==> src/rtl/magcomp_pkg.sv <==
// Shared types and constants for the sequential magnitude comparator.
package magcomp_pkg;

  // Controller states: waiting for a request, or walking the slices.
  typedef enum logic {
    IDLE = 1'b0,
    CMP  = 1'b1
  } state_t;

  // Result encoding, one-hot {AGB, AEB, ALB}.
  localparam logic [2:0] RES_GT   = 3'b100;
  localparam logic [2:0] RES_EQ   = 3'b010;
  localparam logic [2:0] RES_LT   = 3'b001;
  localparam logic [2:0] RES_NONE = 3'b000;

  // Inverting the sign bit maps two's-complement order onto unsigned order,
  // so the slice walk itself never needs to know about signedness.
  function automatic logic msb_xform(input logic msb, input logic sgn);
    return msb ^ sgn;
  endfunction

endpackage

==> src/rtl/magcomp_slice.sv <==
// Combinational DIGIT-bit unsigned comparator for one operand slice.
module magcomp_slice #(
  parameter int DIGIT = 2
) (
  input  logic [DIGIT-1:0] a,
  input  logic [DIGIT-1:0] b,
  output logic             gt,
  output logic             eq,
  output logic             lt
);

  // Plain unsigned relations on the slice.
  always_comb begin
    gt = (a > b);
    eq = (a == b);
    lt = (a < b);
  end

endmodule

==> src/rtl/magcomp_seq.sv <==
// Sequential magnitude comparator: walks DIGIT-bit slices MSB first and
// stops at the first slice that differs. start/busy/done handshake.
module magcomp_seq
  import magcomp_pkg::*;
#(
  parameter int WIDTH = 8,
  parameter int DIGIT = 2
) (
  input  logic             clk,
  input  logic             rst,
  input  logic             start,
  input  logic             sgn,
  input  logic [WIDTH-1:0] A,
  input  logic [WIDTH-1:0] B,
  output logic             busy,
  output logic             done,
  output logic             AGB,
  output logic             AEB,
  output logic             ALB
);

  localparam int NSLICE = WIDTH / DIGIT;
  localparam int IDXW   = (NSLICE > 1) ? $clog2(NSLICE) : 1;
  localparam logic [IDXW-1:0] LAST_IDX = IDXW'(NSLICE - 1);

  state_t           state_q, state_d;
  logic [IDXW-1:0]  idx_q, idx_d;
  logic [WIDTH-1:0] a_q, a_d;
  logic [WIDTH-1:0] b_q, b_d;
  logic [2:0]       res_q, res_d;
  logic             done_q, done_d;

  // Slice views of the latched operands; slice 0 is the most significant.
  logic [DIGIT-1:0] a_slc [NSLICE];
  logic [DIGIT-1:0] b_slc [NSLICE];

  generate
    for (genvar gi = 0; gi < NSLICE; gi++) begin : g_slice
      assign a_slc[gi] = a_q[WIDTH-1-gi*DIGIT -: DIGIT];
      assign b_slc[gi] = b_q[WIDTH-1-gi*DIGIT -: DIGIT];
    end
  endgenerate

  logic [DIGIT-1:0] a_cur, b_cur;
  logic             slc_gt, slc_eq, slc_lt;

  assign a_cur = a_slc[idx_q];
  assign b_cur = b_slc[idx_q];

  magcomp_slice #(.DIGIT(DIGIT)) u_slice (
    .a  (a_cur),
    .b  (b_cur),
    .gt (slc_gt),
    .eq (slc_eq),
    .lt (slc_lt)
  );

  // Next-state logic: latch on start in IDLE, decide or advance in CMP.
  always_comb begin
    state_d = state_q;
    idx_d   = idx_q;
    a_d     = a_q;
    b_d     = b_q;
    res_d   = res_q;
    done_d  = 1'b0;
    unique case (state_q)
      IDLE: begin
        if (start) begin
          a_d            = A;
          b_d            = B;
          a_d[WIDTH-1]   = msb_xform(A[WIDTH-1], sgn);
          b_d[WIDTH-1]   = msb_xform(B[WIDTH-1], sgn);
          idx_d          = '0;
          state_d        = CMP;
        end
      end
      CMP: begin
        if (slc_gt) begin
          res_d   = RES_GT;
          done_d  = 1'b1;
          state_d = IDLE;
        end else if (slc_lt) begin
          res_d   = RES_LT;
          done_d  = 1'b1;
          state_d = IDLE;
        end else if (slc_eq && (idx_q == LAST_IDX)) begin
          res_d   = RES_EQ;
          done_d  = 1'b1;
          state_d = IDLE;
        end else begin
          idx_d = idx_q + 1'b1;
        end
      end
      default: state_d = IDLE;
    endcase
  end

  // State and result registers; reset aborts any compare and clears flags.
  always_ff @(posedge clk) begin
    if (rst) begin
      state_q <= IDLE;
      idx_q   <= '0;
      a_q     <= '0;
      b_q     <= '0;
      res_q   <= RES_NONE;
      done_q  <= 1'b0;
    end else begin
      state_q <= state_d;
      idx_q   <= idx_d;
      a_q     <= a_d;
      b_q     <= b_d;
      res_q   <= res_d;
      done_q  <= done_d;
    end
  end

  assign busy = (state_q == CMP);
  assign done = done_q;
  assign AGB  = res_q[2];
  assign AEB  = res_q[1];
  assign ALB  = res_q[0];

endmodule

==> config.mk <==
export PLATFORM = sky130hd
export DESIGN_NAME = magcomp_seq
export DESIGN_NICKNAME = d
export VERILOG_FILES = /design/src/rtl/magcomp_pkg.sv /design/src/rtl/magcomp_slice.sv /design/src/rtl/magcomp_seq.sv
export SDC_FILE = /design/constraint.sdc
export NUM_CORES = 1
export LEC_CHECK = 0
export CAP_MARGIN = 25
export CORE_MARGIN = 8
export CORE_UTILIZATION = 48
export CTS_CLUSTER_DIAMETER = 100
export DETAILED_ROUTE_END_ITERATION = 10
export PLACE_DENSITY = 0.77
export SKIP_LAST_GASP = 1
export SYNTH_ARGS = -nofsm -noshare
export SYNTH_HDL_FRONTEND = slang
export SYNTH_SLANG_ARGS = --single-unit
export TNS_END_PERCENT = 10
==> constraint.sdc <==
create_clock -name clk -period 2.9 [get_ports clk]
set_input_delay 0.87 -clock clk [delete_from_list [all_inputs] [get_ports clk]]
set_output_delay 0.87 -clock clk [all_outputs]
set_load 0.03 [all_outputs]
# Yosys cells after proc, flatten, opt, wreduce, memory -nomap -nowiden
# Cells that the tools add are included.
[word_totals]
out_inout_bits = 5
word_cells = 48
in_bits = 20
ff_bits = 23
[classes]
muxes = 22
n_eq_ne = 6
n_lt_le_gt_ge = 3
n_reduce_logical = 6
n_bitwise = 4
n_addsub = 1
[ops]
columns = ["op", "n"]
rows = [
  ["$mux W2", 8],
  ["$mux W3", 3],
  ["$bmux W2 S2", 2],
  ["$ne A2 B2 Y1 const B", 4],
  ["$mux W1", 7],
  ["$pmux W2 S2", 1],
  ["$reduce_and A2 Y1", 2],
  ["$reduce_and A4 Y1", 1],
  ["$ge A3 B3 Y1 const B", 1],
  ["$not A2 Y3", 1],
  ["$reduce_bool A3 Y1", 1],
  ["$add A2 B1 Y2 const B", 1],
  ["$eq A2 B2 Y1", 1],
  ["$eq A2 B2 Y1 const B", 1],
  ["$gt A2 B2 Y1", 1],
  ["$lt A2 B2 Y1", 1],
  ["$pmux W1 S2", 1],
  ["$reduce_or A2 Y1", 1],
  ["$xor A1 B1 Y1", 2],
  ["$logic_and A1 B1 Y1", 1],
  ["$not A1 Y1", 1],
]

# Depth between registers and ports, before layout
# Gate-level depths: netlist (run 1).
[logic_depth]
word_depth = 10
mapped_depth = 7
ltp_nobuf = 6

# Modules after synthesis
# From an unflattened synthesis (run 1), not the netlist that was laid out.
[hier_totals]
cells_unflattened = 118
area_unflattened_um2 = 1061.0
[modules_own_cells]
columns = ["module", "area_per_inst_um2", "instances", "cells_per_inst", "seq_area_each_um2"]
rows = [
  ["magcomp_seq", 998.5, 1, 109, 460.4],
  ["magcomp_slice", 62.6, 1, 9, 0.0],
]

# Worst setup path before layout (run 1)
# Ideal clock, no wire load.
[synth_path]
path_kind = "register -> register"
from = "register idx_q[0]"
to = "register idx_q[0]"
path_slack_ns = 0.778
required_time_ns = 2.779
synth_period_minus_slack_ns = 2.122
n_path_buf = 1
t_arrival_ns = 2.001
stages_incl_launch_ff = 7
setup_time_ns = 0.121
cell_sequence = "dfxtp_1 > buf_2 > mux4_2 > ha_1 > nor2b_2 > nor4b_4 > mux2_2"
[synth_via]
elab_chain_cells = 8
word_cells_on_any_way = 21
cone_classes = "add/sub: 1; order compare: 2; eq/ne: 5; mux: 10; bitwise: 1; reduce/logical: 2"
[synth_rtl]
columns = ["element", "line", "text"]
rows = [
  ["start, declared", "magcomp_seq.sv:27", "logic [IDXW-1:0] idx_q, idx_d;"],
  ["start signal, assigned", "magcomp_seq.sv:109", "idx_q <= idx_d;"],
  ["$not A2 Y3 (implied by the code)", "magcomp_seq.sv:47, magcomp_seq.sv:48", ""],
  ["$bmux W2 S2 (on tied branches)", "magcomp_seq.sv:47, magcomp_seq.sv:48", ""],
  ["$mux W2 (on tied branches) (2 in series)", "magcomp_seq.sv:47, magcomp_seq.sv:48", ""],
  ["$eq A2 B2 Y1", "magcomp_slice.sv:15", "eq = (a == b);"],
  ["$logic_and A1 B1 Y1", "magcomp_seq.sv:86", "end else if (slc_eq && (idx_q == LAST_IDX)) begin"],
  ["$ne A2 B2 Y1 (no line)", "-", ""],
  ["$reduce_and A4 Y1 (no line)", "-", ""],
]
# Several ways; a longest one is shown, not always the timed one. The select of a mux whose other input is x is not followed.
# A chain may end at the register's enable or synchronous reset.

# Final worst setup path (run 1)
[layout_path]
from = "register state_q (netlist: busy)"
to = "output busy"
[layout_lines]
columns = ["element", "line", "text"]
rows = [
  ["start, declared", "magcomp_seq.sv:26", "state_t state_q, state_d;"],
  ["start signal, assigned", "magcomp_seq.sv:108", "state_q <= state_d;"],
  ["end, declared", "magcomp_seq.sv:15", "output logic busy,"],
]
# No word-level cell between the ends.

==> metrics.txt, run 1 <==
# TYPE chip_impl_metric gauge
chip_impl_info{name="run_status",value="complete, no violations"} 1
chip_impl_metric{name="h-tree-depth",unit=""} 1
chip_impl_info{name="critical_path.startpoint_type",value="register"} 1
chip_impl_metric{name="syn_nets",unit=""} 138
chip_impl_info{name="critical_path_slowest_stage_cell",value="clkdlybuf4s50_1"} 1
chip_impl_metric{name="synth_warnings",unit=""} 0
chip_impl_metric{name="route.final.wire_length",unit="um"} 2130
chip_impl_metric{name="drt_pre_antenna_iters",unit=""} 4
chip_impl_metric{name="worst-path-max-fanout",unit=""} 11
chip_impl_metric{name="drt-vias-per-instance",unit=""} 5.17
chip_impl_metric{name="cts.path.max_buffers",unit=""} 2
chip_impl_metric{name="synth-edff-count",unit=""} 0
chip_impl_metric{name="number_of_filler_cells_placed_in_the_layout",unit=""} 190
chip_impl_metric{name="internal_power",unit="W"} 0.000480
chip_impl_info{name="cp-end-kind",value="output port"} 1
chip_impl_metric{name="mappedNetlistArea",unit="um2"} 1070
chip_impl_metric{name="cts-resized-gates",unit=""} 0
chip_impl_metric{name="required",unit="ps"} 2030
chip_impl_metric{name="antenna_cells",unit=""} 0
chip_impl_metric{name="yosys.area_share.adder",unit="%"} 3.52
chip_impl_metric{name="worst_slew_margin_rel",unit="%"} 78.9
chip_impl_metric{name="ys_seq_area_share",unit="%"} 43.1
chip_impl_info{name="synthMostInstantiatedCell",value="nand2_1"} 1
chip_impl_metric{name="tcrit_tclk_final",unit="%"} 83.9
chip_impl_info{name="synth-main-ff-cell",value="dfxtp_1"} 1
chip_impl_metric{name="grt_pass1_wl",unit="um"} 3700
chip_impl_metric{name="finalSetupViolations",unit=""} 0
chip_impl_metric{name="ir_worst_vdd",unit="V"} 0.000331
chip_impl_metric{name="fp.coreArea",unit="um2"} 2150
chip_impl_metric{name="worstSkewPairLatency",unit="ps"} 310
chip_impl_metric{name="synth_compound_gate_area_share",unit="%"} 13.0
chip_impl_metric{name="yosys.area_share.simple",unit="%"} 21.9
chip_impl_metric{name="maxCapViolCount",unit=""} 0
chip_impl_info{name="critPathTopFamily",value="buffers and inverters"} 1
chip_impl_metric{name="switching_share",unit="%"} 28.5
chip_impl_metric{name="rrSetupSlack",unit="ps"} 620
chip_impl_metric{name="grt_overflow_total",unit=""} 0
chip_impl_metric{name="max_slew.worst_pin.slew",unit="ps"} 317
chip_impl_metric{name="start_util",unit="%"} 49.7
chip_impl_metric{name="tritoncts_num_sinks",unit=""} 23
chip_impl_metric{name="finish.net_count",unit=""} 162
chip_impl_metric{name="final.min_clock_period",unit="ps"} 2430
chip_impl_metric{name="skew",unit="ps"} 1.83
chip_impl_info{name="path_cells",value="clkdlybuf4s50_1"} 1
chip_impl_metric{name="setup-tns-final",unit="ps"} 0
chip_impl_metric{name="first_global_vias",unit=""} 884
chip_impl_info{name="worst-setup-path-type",value="register to output port"} 1
chip_impl_metric{name="avgSynthCellArea",unit="um2"} 9.28
chip_impl_metric{name="grt_max_degree",unit=""} 21
chip_impl_metric{name="layoutNonFillerInstCount",unit=""} 166
chip_impl_metric{name="port_buffers",unit=""} 24
chip_impl_metric{name="grt_util_all_layers",unit="%"} 11.4
chip_impl_metric{name="ant_nets",unit=""} 0
chip_impl_metric{name="detailroute.via_count",unit=""} 858
chip_impl_metric{name="fmax",unit="MHz"} 411
chip_impl_metric{name="cp.arrival",unit="ps"} 1560
chip_impl_metric{name="pwr_density_cell",unit="nW/um2"} 502
chip_impl_metric{name="cts-buffers-inserted",unit=""} 3
chip_impl_metric{name="finalMaxSlewViolations",unit=""} 0
chip_impl_metric{name="share_of_yosys_cell_area_claimed_by_the_top_area_cell_type",unit="%"} 43.1
chip_impl_metric{name="initialDrtViolationCount",unit=""} 26
chip_impl_info{name="synth_top_family_by_area",value="simple AND/OR/NAND/NOR gates"} 1
chip_impl_metric{name="drcViolationCount",unit=""} 0
chip_impl_info{name="synthTopCellsByArea",value="dfxtp_1 (43%), nand2_1 (10%), mux4_2 (8.4%)"} 1
chip_impl_metric{name="synth_async_sr_flop_share",unit="%"} 0
chip_impl_metric{name="switchingPower",unit="W"} 0.000192
chip_impl_metric{name="critical_path_buf_inv_count",unit=""} 1
chip_impl_info{name="worstHoldPathType",value="register to register"} 1
chip_impl_metric{name="gp_congestion",unit=""} 0.774
chip_impl_metric{name="p_leak",unit="nW"} 0.501
chip_impl_info{name="post-synth-top-area-cell",value="dfxtp_1"} 1
chip_impl_metric{name="antenna_found_initial",unit=""} 0
chip_impl_info{name="grt_setup_unrepaired",value="false"} 1
chip_impl_info{name="ctsRootBufferMaster",value="clkbuf_4"} 1
chip_impl_metric{name="detailedPlacementHpwl",unit="um"} 1680
chip_impl_metric{name="share_clk_of_total_power",unit="%"} 22.3
chip_impl_metric{name="synth.area.mux_share",unit="%"} 10.4
chip_impl_metric{name="core.rowCount",unit=""} 17
chip_impl_metric{name="synth_cell_type_count",unit=""} 31
chip_impl_metric{name="cts_hold_buf",unit=""} 0
chip_impl_metric{name="dp_cells",unit=""} 162
chip_impl_metric{name="layout_cell_share_with_drive_strength_beyond_1",unit="%"} 10.9
chip_impl_metric{name="routedWlPerCell",unit="um"} 12.8
chip_impl_metric{name="top_level_ports",unit=""} 25
chip_impl_metric{name="report.final.hold_viol_count",unit=""} 0
chip_impl_metric{name="synth_seq_cells",unit=""} 23
chip_impl_metric{name="seq_power_share",unit="%"} 53.3
chip_impl_metric{name="crit_path_max_incr_delay",unit="ps"} 730
chip_impl_metric{name="floorplan.die_area",unit="um2"} 3990
chip_impl_metric{name="syn-instance-count",unit=""} 115
chip_impl_info{name="tritoncts",value="built"} 1
chip_impl_metric{name="clk_pin_slew",unit="ps"} 120
chip_impl_metric{name="final_area",unit="um2"} 1340
chip_impl_metric{name="dpl_cell_area",unit="um2"} 1310
chip_impl_metric{name="fin_total_pwr",unit="W"} 0.000672
chip_impl_metric{name="postCtsSetupBuffers",unit=""} 0
chip_impl_metric{name="die_h",unit="um"} 63.2
chip_impl_info{name="synthTopCellsByCount",value="nand2_1 (29), dfxtp_1 (23), a21oi_1 (15)"} 1
chip_impl_metric{name="die-width",unit="um"} 63.2
chip_impl_metric{name="combinational_power_share",unit="%"} 24.5
chip_impl_metric{name="layout-area-overhead-vs-synth",unit="%"} 25.4
chip_impl_metric{name="synthXorXnorAreaFrac",unit="%"} 1.64
==> per-stage QoR <==
step / hold WS (ps) / utilization (%) / setup slack [ps]
6_report: 463 / 62.3 / 466
5_1_grt: 492 / 62.3 / 390
4_1_cts: 465 / 62.3 / 453
3_5_place_dp: 447 / 61.1 / 629
3_3_place_gp: 447 / 61.1 / 704
2_1_floorplan: 433 / - / 778
==> kinds of logic after synthesis <==
kind of cell,Yosys count
AND/OR/NAND/NOR,46
AO/OA/AOI/OAI,23
flip-flops,23
buffers and inverters,12
multiplexers,6
adder cells (fa/ha/maj),3
XOR/XNOR,2
==> power by group through the flow <==
stage / Clock, W / Combinational [W] / Sequential, W
3_5_place_dp: 0 / 0.000165 / 0.000365
3_3_place_gp: 0 / 0.000161 / 0.000364
4_1_cts: 0.000156 / 0.000166 / 0.000358
6_report: 0.000149 / 0.000164 / 0.000358
5_1_grt: 0.000172 / 0.000181 / 0.000362
2_1_floorplan: 0 / 0.000108 / 0.000369
==> placed cells by master, fill, tap and decap left out, types with 2 or more instances in the layout <==
| cell | n |
|---|---|
| nand2_1 | 29 |
| clkdlybuf4s50_1 | 24 |
| dfxtp_1 | 23 |
| a21oi_1 | 15 |
| mux4_2 | 4 |
| inv_1 | 4 |
| nor2_1 | 3 |
| ha_1 | 3 |
| clkbuf_4 | 3 |
| buf_4 | 3 |
| o21a_1 | 2 |
| nor3_1 | 2 |
| and3_1 | 2 |
| xnor2_1 | 2 |
| a211oi_1 | 2 |
| or3_1 | 2 |
==> final cells by class <==
| cell class | count | area (um2) | share of cell area, % |
|---|---|---|---|
| Multi-Input combinational cell | 80 | 539 | 40.3 |
| Sequential cell | 23 | 460 | 34.4 |
| Timing Repair Buffer | 27 | 263 | 19.6 |
| Tap cell | 28 | 35.0 | 2.62 |
| Clock buffer | 4 | 26.3 | 1.96 |
| Inverter | 4 | 15.0 | 1.12 |
==> worst reg2reg max path, delay by kind of cell, from the launching register on <==
kind	cells	cell delay, ps
AND/OR/NAND/NOR	2	520
flip-flops	1	530
multiplexers	2	920
adder cells (fa/ha/maj)	1	210
==> registers in the layout, indices dropped and copies added (netlist names) <==
name	count
busy	1
b_q	8
res_q	3
a_q	8
idx_q	2
done	1
==> worst paths after layout <==
path,to,cells past startpoint,start
setup / recovery,busy,1,busy
hold / removal,b_q[2],2,b_q[2]
setup reg to reg,idx_q[0],5,idx_q[0]
hold reg to reg,b_q[2],2,b_q[2]
==> layer usage <==
| layer | track usage, % | up-vias | wire, um |
|---|---|---|---|
| met2 | 20.4 | 21 | 1100 |
| met3 | 3.36 | 5 | 87 |
| met1 | 11.8 | 393 | 895 |
| li1 | - | 439 | - |
| met4 | 5.98 | 0 | 44 |
| met5 | 0 | - | 0 |
Note: power is estimated with default switching activity, not from simulation.
==> run 2: changes to the inputs <==
--- a/config.mk
+++ b/config.mk
@@ -7,10 +7,10 @@
 export LEC_CHECK = 0
 export CAP_MARGIN = 25
 export CORE_MARGIN = 8
-export CORE_UTILIZATION = 48
+export CORE_UTILIZATION = 43
 export CTS_CLUSTER_DIAMETER = 100
 export DETAILED_ROUTE_END_ITERATION = 10
-export PLACE_DENSITY = 0.77
+export PLACE_DENSITY = 0.73
 export SKIP_LAST_GASP = 1
 export SYNTH_ARGS = -nofsm -noshare
 export SYNTH_HDL_FRONTEND = slang
==> constraint.sdc (replaced) <==
create_clock -name clk -period 2 [get_ports clk]
set_input_delay 0.6 -clock clk [delete_from_list [all_inputs] [get_ports clk]]
set_output_delay 0.6 -clock clk [all_outputs]
set_load 0.03 [all_outputs]
==> metrics.txt, run 2 (synthesis gave the netlist of run 1 again) <==
# TYPE chip_impl_metric gauge
chip_impl_metric{name="initialDrtViolationCount",unit=""} 31
chip_impl_metric{name="tritoncts_num_sinks",unit=""} 23
chip_impl_metric{name="routedWlPerCell",unit="um"} 12.6
chip_impl_info{name="ctsRootBufferMaster",value="clkbuf_4"} 1
chip_impl_metric{name="tcrit_tclk_final",unit="%"} 98.8
chip_impl_metric{name="pwr_density_cell",unit="nW/um2"} 716
chip_impl_metric{name="detailroute.via_count",unit=""} 873
chip_impl_info{name="worst_setup_path_endpoint",value="idx_q[1]"} 1
chip_impl_metric{name="fin_util",unit="%"} 59.6
chip_impl_metric{name="drt_pre_antenna_iters",unit=""} 2
chip_impl_info{name="worst-setup-path-type",value="register to register"} 1
chip_impl_metric{name="die-width",unit="um"} 65.8
chip_impl_metric{name="cts-buffers-inserted",unit=""} 3
chip_impl_metric{name="cts_hold_buf",unit=""} 0
chip_impl_metric{name="met3WireLength",unit="um"} 115
chip_impl_metric{name="detailedPlacementHpwl",unit="um"} 1740
chip_impl_metric{name="grt_max_degree",unit=""} 21
chip_impl_info{name="worst_setup_path_startpoint",value="idx_q[0]"} 1
chip_impl_metric{name="grt_overflow_total",unit=""} 0
chip_impl_metric{name="worst-path-max-fanout",unit=""} 5
chip_impl_metric{name="max_slew.worst_pin.slew",unit="ps"} 306
chip_impl_metric{name="worst_slew_margin_rel",unit="%"} 79.5
chip_impl_metric{name="finalSetupViolations",unit=""} 0
chip_impl_metric{name="antenna_found_initial",unit=""} 0
chip_impl_metric{name="cts.path.max_buffers",unit=""} 2
chip_impl_metric{name="h-tree-depth",unit=""} 1
chip_impl_info{name="run_status",value="complete, no violations"} 1
chip_impl_metric{name="layout-area-overhead-vs-synth",unit="%"} 34.6
chip_impl_metric{name="p_leak",unit="nW"} 0.538
chip_impl_info{name="r2r-end",value="idx_q[1]"} 1
chip_impl_metric{name="skew",unit="ps"} 12.2
chip_impl_metric{name="clk_pin_slew",unit="ps"} 140
chip_impl_metric{name="worstSkewPairLatency",unit="ps"} 320
chip_impl_metric{name="port_buffers",unit=""} 24
chip_impl_metric{name="fp.coreArea",unit="um2"} 2410
chip_impl_metric{name="finalMaxSlewViolations",unit=""} 0
chip_impl_metric{name="fmax",unit="MHz"} 506
chip_impl_info{name="tritoncts",value="built"} 1
chip_impl_metric{name="die_h",unit="um"} 65.8
chip_impl_metric{name="top_level_ports",unit=""} 25
chip_impl_metric{name="route.final.wire_length",unit="um"} 2190
chip_impl_metric{name="ant_nets",unit=""} 0
chip_impl_metric{name="detail_route.wirelength.met1",unit="um"} 952
chip_impl_metric{name="maxCapViolCount",unit=""} 0
chip_impl_metric{name="finish.net_count",unit=""} 168
chip_impl_metric{name="grt_util_all_layers",unit="%"} 11.4
chip_impl_info{name="critical_path.startpoint_type",value="register"} 1
chip_impl_metric{name="core.rowCount",unit=""} 18
chip_impl_info{name="layout_top_registers",value="a_q: 8 flops, b_q: 8 flops, res_q: 3 flops"} 1
chip_impl_metric{name="layoutNonFillerInstCount",unit=""} 174
chip_impl_metric{name="cp.arrival",unit="ps"} 2230
chip_impl_metric{name="rrSetupSlack",unit="ps"} 20
chip_impl_info{name="final_cell_mix",value="nand2_1 (29), clkdlybuf4s50_1 (24), dfxtp_1 (21)"} 1
chip_impl_metric{name="grt_pass1_wl",unit="um"} 3930
chip_impl_metric{name="layout_cell_share_with_drive_strength_beyond_1",unit="%"} 18.1
chip_impl_info{name="critical_path.reg2reg.startpoint",value="idx_q[0]"} 1
chip_impl_metric{name="required",unit="ps"} 2260
chip_impl_info{name="layout.cells.most_common",value="nand2_1"} 1
chip_impl_metric{name="dp_cells",unit=""} 169
chip_impl_metric{name="first_global_vias",unit=""} 921
chip_impl_metric{name="floorplan.die_area",unit="um2"} 4330
chip_impl_metric{name="met2_length",unit="um"} 1090
chip_impl_metric{name="ir_worst_vdd",unit="V"} 0.000461
chip_impl_metric{name="start_util",unit="%"} 44.3
chip_impl_info{name="cp-end-kind",value="register"} 1
chip_impl_info{name="worstHoldPathType",value="register to register"} 1
chip_impl_metric{name="report.final.hold_viol_count",unit=""} 0
chip_impl_metric{name="drcViolationCount",unit=""} 0
chip_impl_metric{name="r2r_cells",unit=""} 6
chip_impl_info{name="grt_setup_unrepaired",value="true"} 1
chip_impl_metric{name="final.min_clock_period",unit="ps"} 1980
chip_impl_metric{name="antenna_cells",unit=""} 0
chip_impl_metric{name="gp_congestion",unit=""} 0.836
chip_impl_info{name="highest-signal-layer",value="met4"} 1
chip_impl_metric{name="drt-vias-per-instance",unit=""} 5.02
-- run 2: area by class of cell --
| class | count | area [um2] |
|---|---|---|
| fill | 211 | 973 |
| multi-input combinational | 80 | 578 |
| sequential | 23 | 468 |
| timing repair buffer | 33 | 308 |
| tap | 30 | 37.5 |
| clock buffer | 3 | 22.5 |
| inverter | 4 | 15.0 |
| clock inverter | 1 | 7.51 |
-- run 2: critical path, stage by stage (launching register included) --
cell and delay, ps:
dfxtp_4 410, mux4_2 540, ha_4 300, nand2_4 50, nor4b_4 250, buf_4 170, mux2i_1 180
-- run 2: worst min-delay path by stage --
stage | start | cells past startpoint | endpoint | slack [ps]
floorplan | a_q[2] | 2 | a_q[2] | 430
global placement | a_q[0] | 2 | a_q[0] | 450
detailed placement | b_q[0] | 2 | b_q[0] | 450
CTS | b_q[0] | 2 | b_q[0] | 460
global route | a_q[1] | 2 | a_q[1] | 490
finish | b_q[0] | 2 | b_q[0] | 460
-- run 2: layer usage --
metal | GRT usage (%) | up-vias
met4 | 5.45 | 0
met1 | 12.6 | 394
met2 | 19.6 | 21
li1 | - | 453
met3 | 3.22 | 5
met5 | 0 | -
-- run 2: where the power goes --
| group | internal (W) | total [W] | switching, W | leakage [nW] |
|---|---|---|---|---|
| logic | 0.000159 | 0.000291 | 0.000132 | 0.334 |
| clock network | 0.0000765 | 0.000226 | 0.000149 | 0.0139 |
| registers | 0.000492 | 0.000512 | 0.0000207 | 0.190 |
| total | 0.000727 | 0.00103 | 0.000302 | 0.538 |
-- run 2: stage by stage --
step	hold WS (ps)	worst slack (ps)	total power (W)	instance area [um2]	TNS [ps]
5_1_grt	486	-87.7	0.00109	1440	-191
2_1_floorplan	433	-63.4	0.000716	1110	-63.4
6_report	463	23.8	0.00103	1440	0
3_3_place_gp	446	-35.2	0.000805	1390	-35.2
4_1_cts	465	4.78	0.00104	1430	0
3_5_place_dp	447	-76.6	0.000813	1390	-135
-- run 2: what timing repair did --
item | in CTS | in global routing
endpoints found under the setup margin | 4 | 6
pin swaps | 2 | 0
gates resized for setup | 3 | 1
setup buffers | 1 | 0
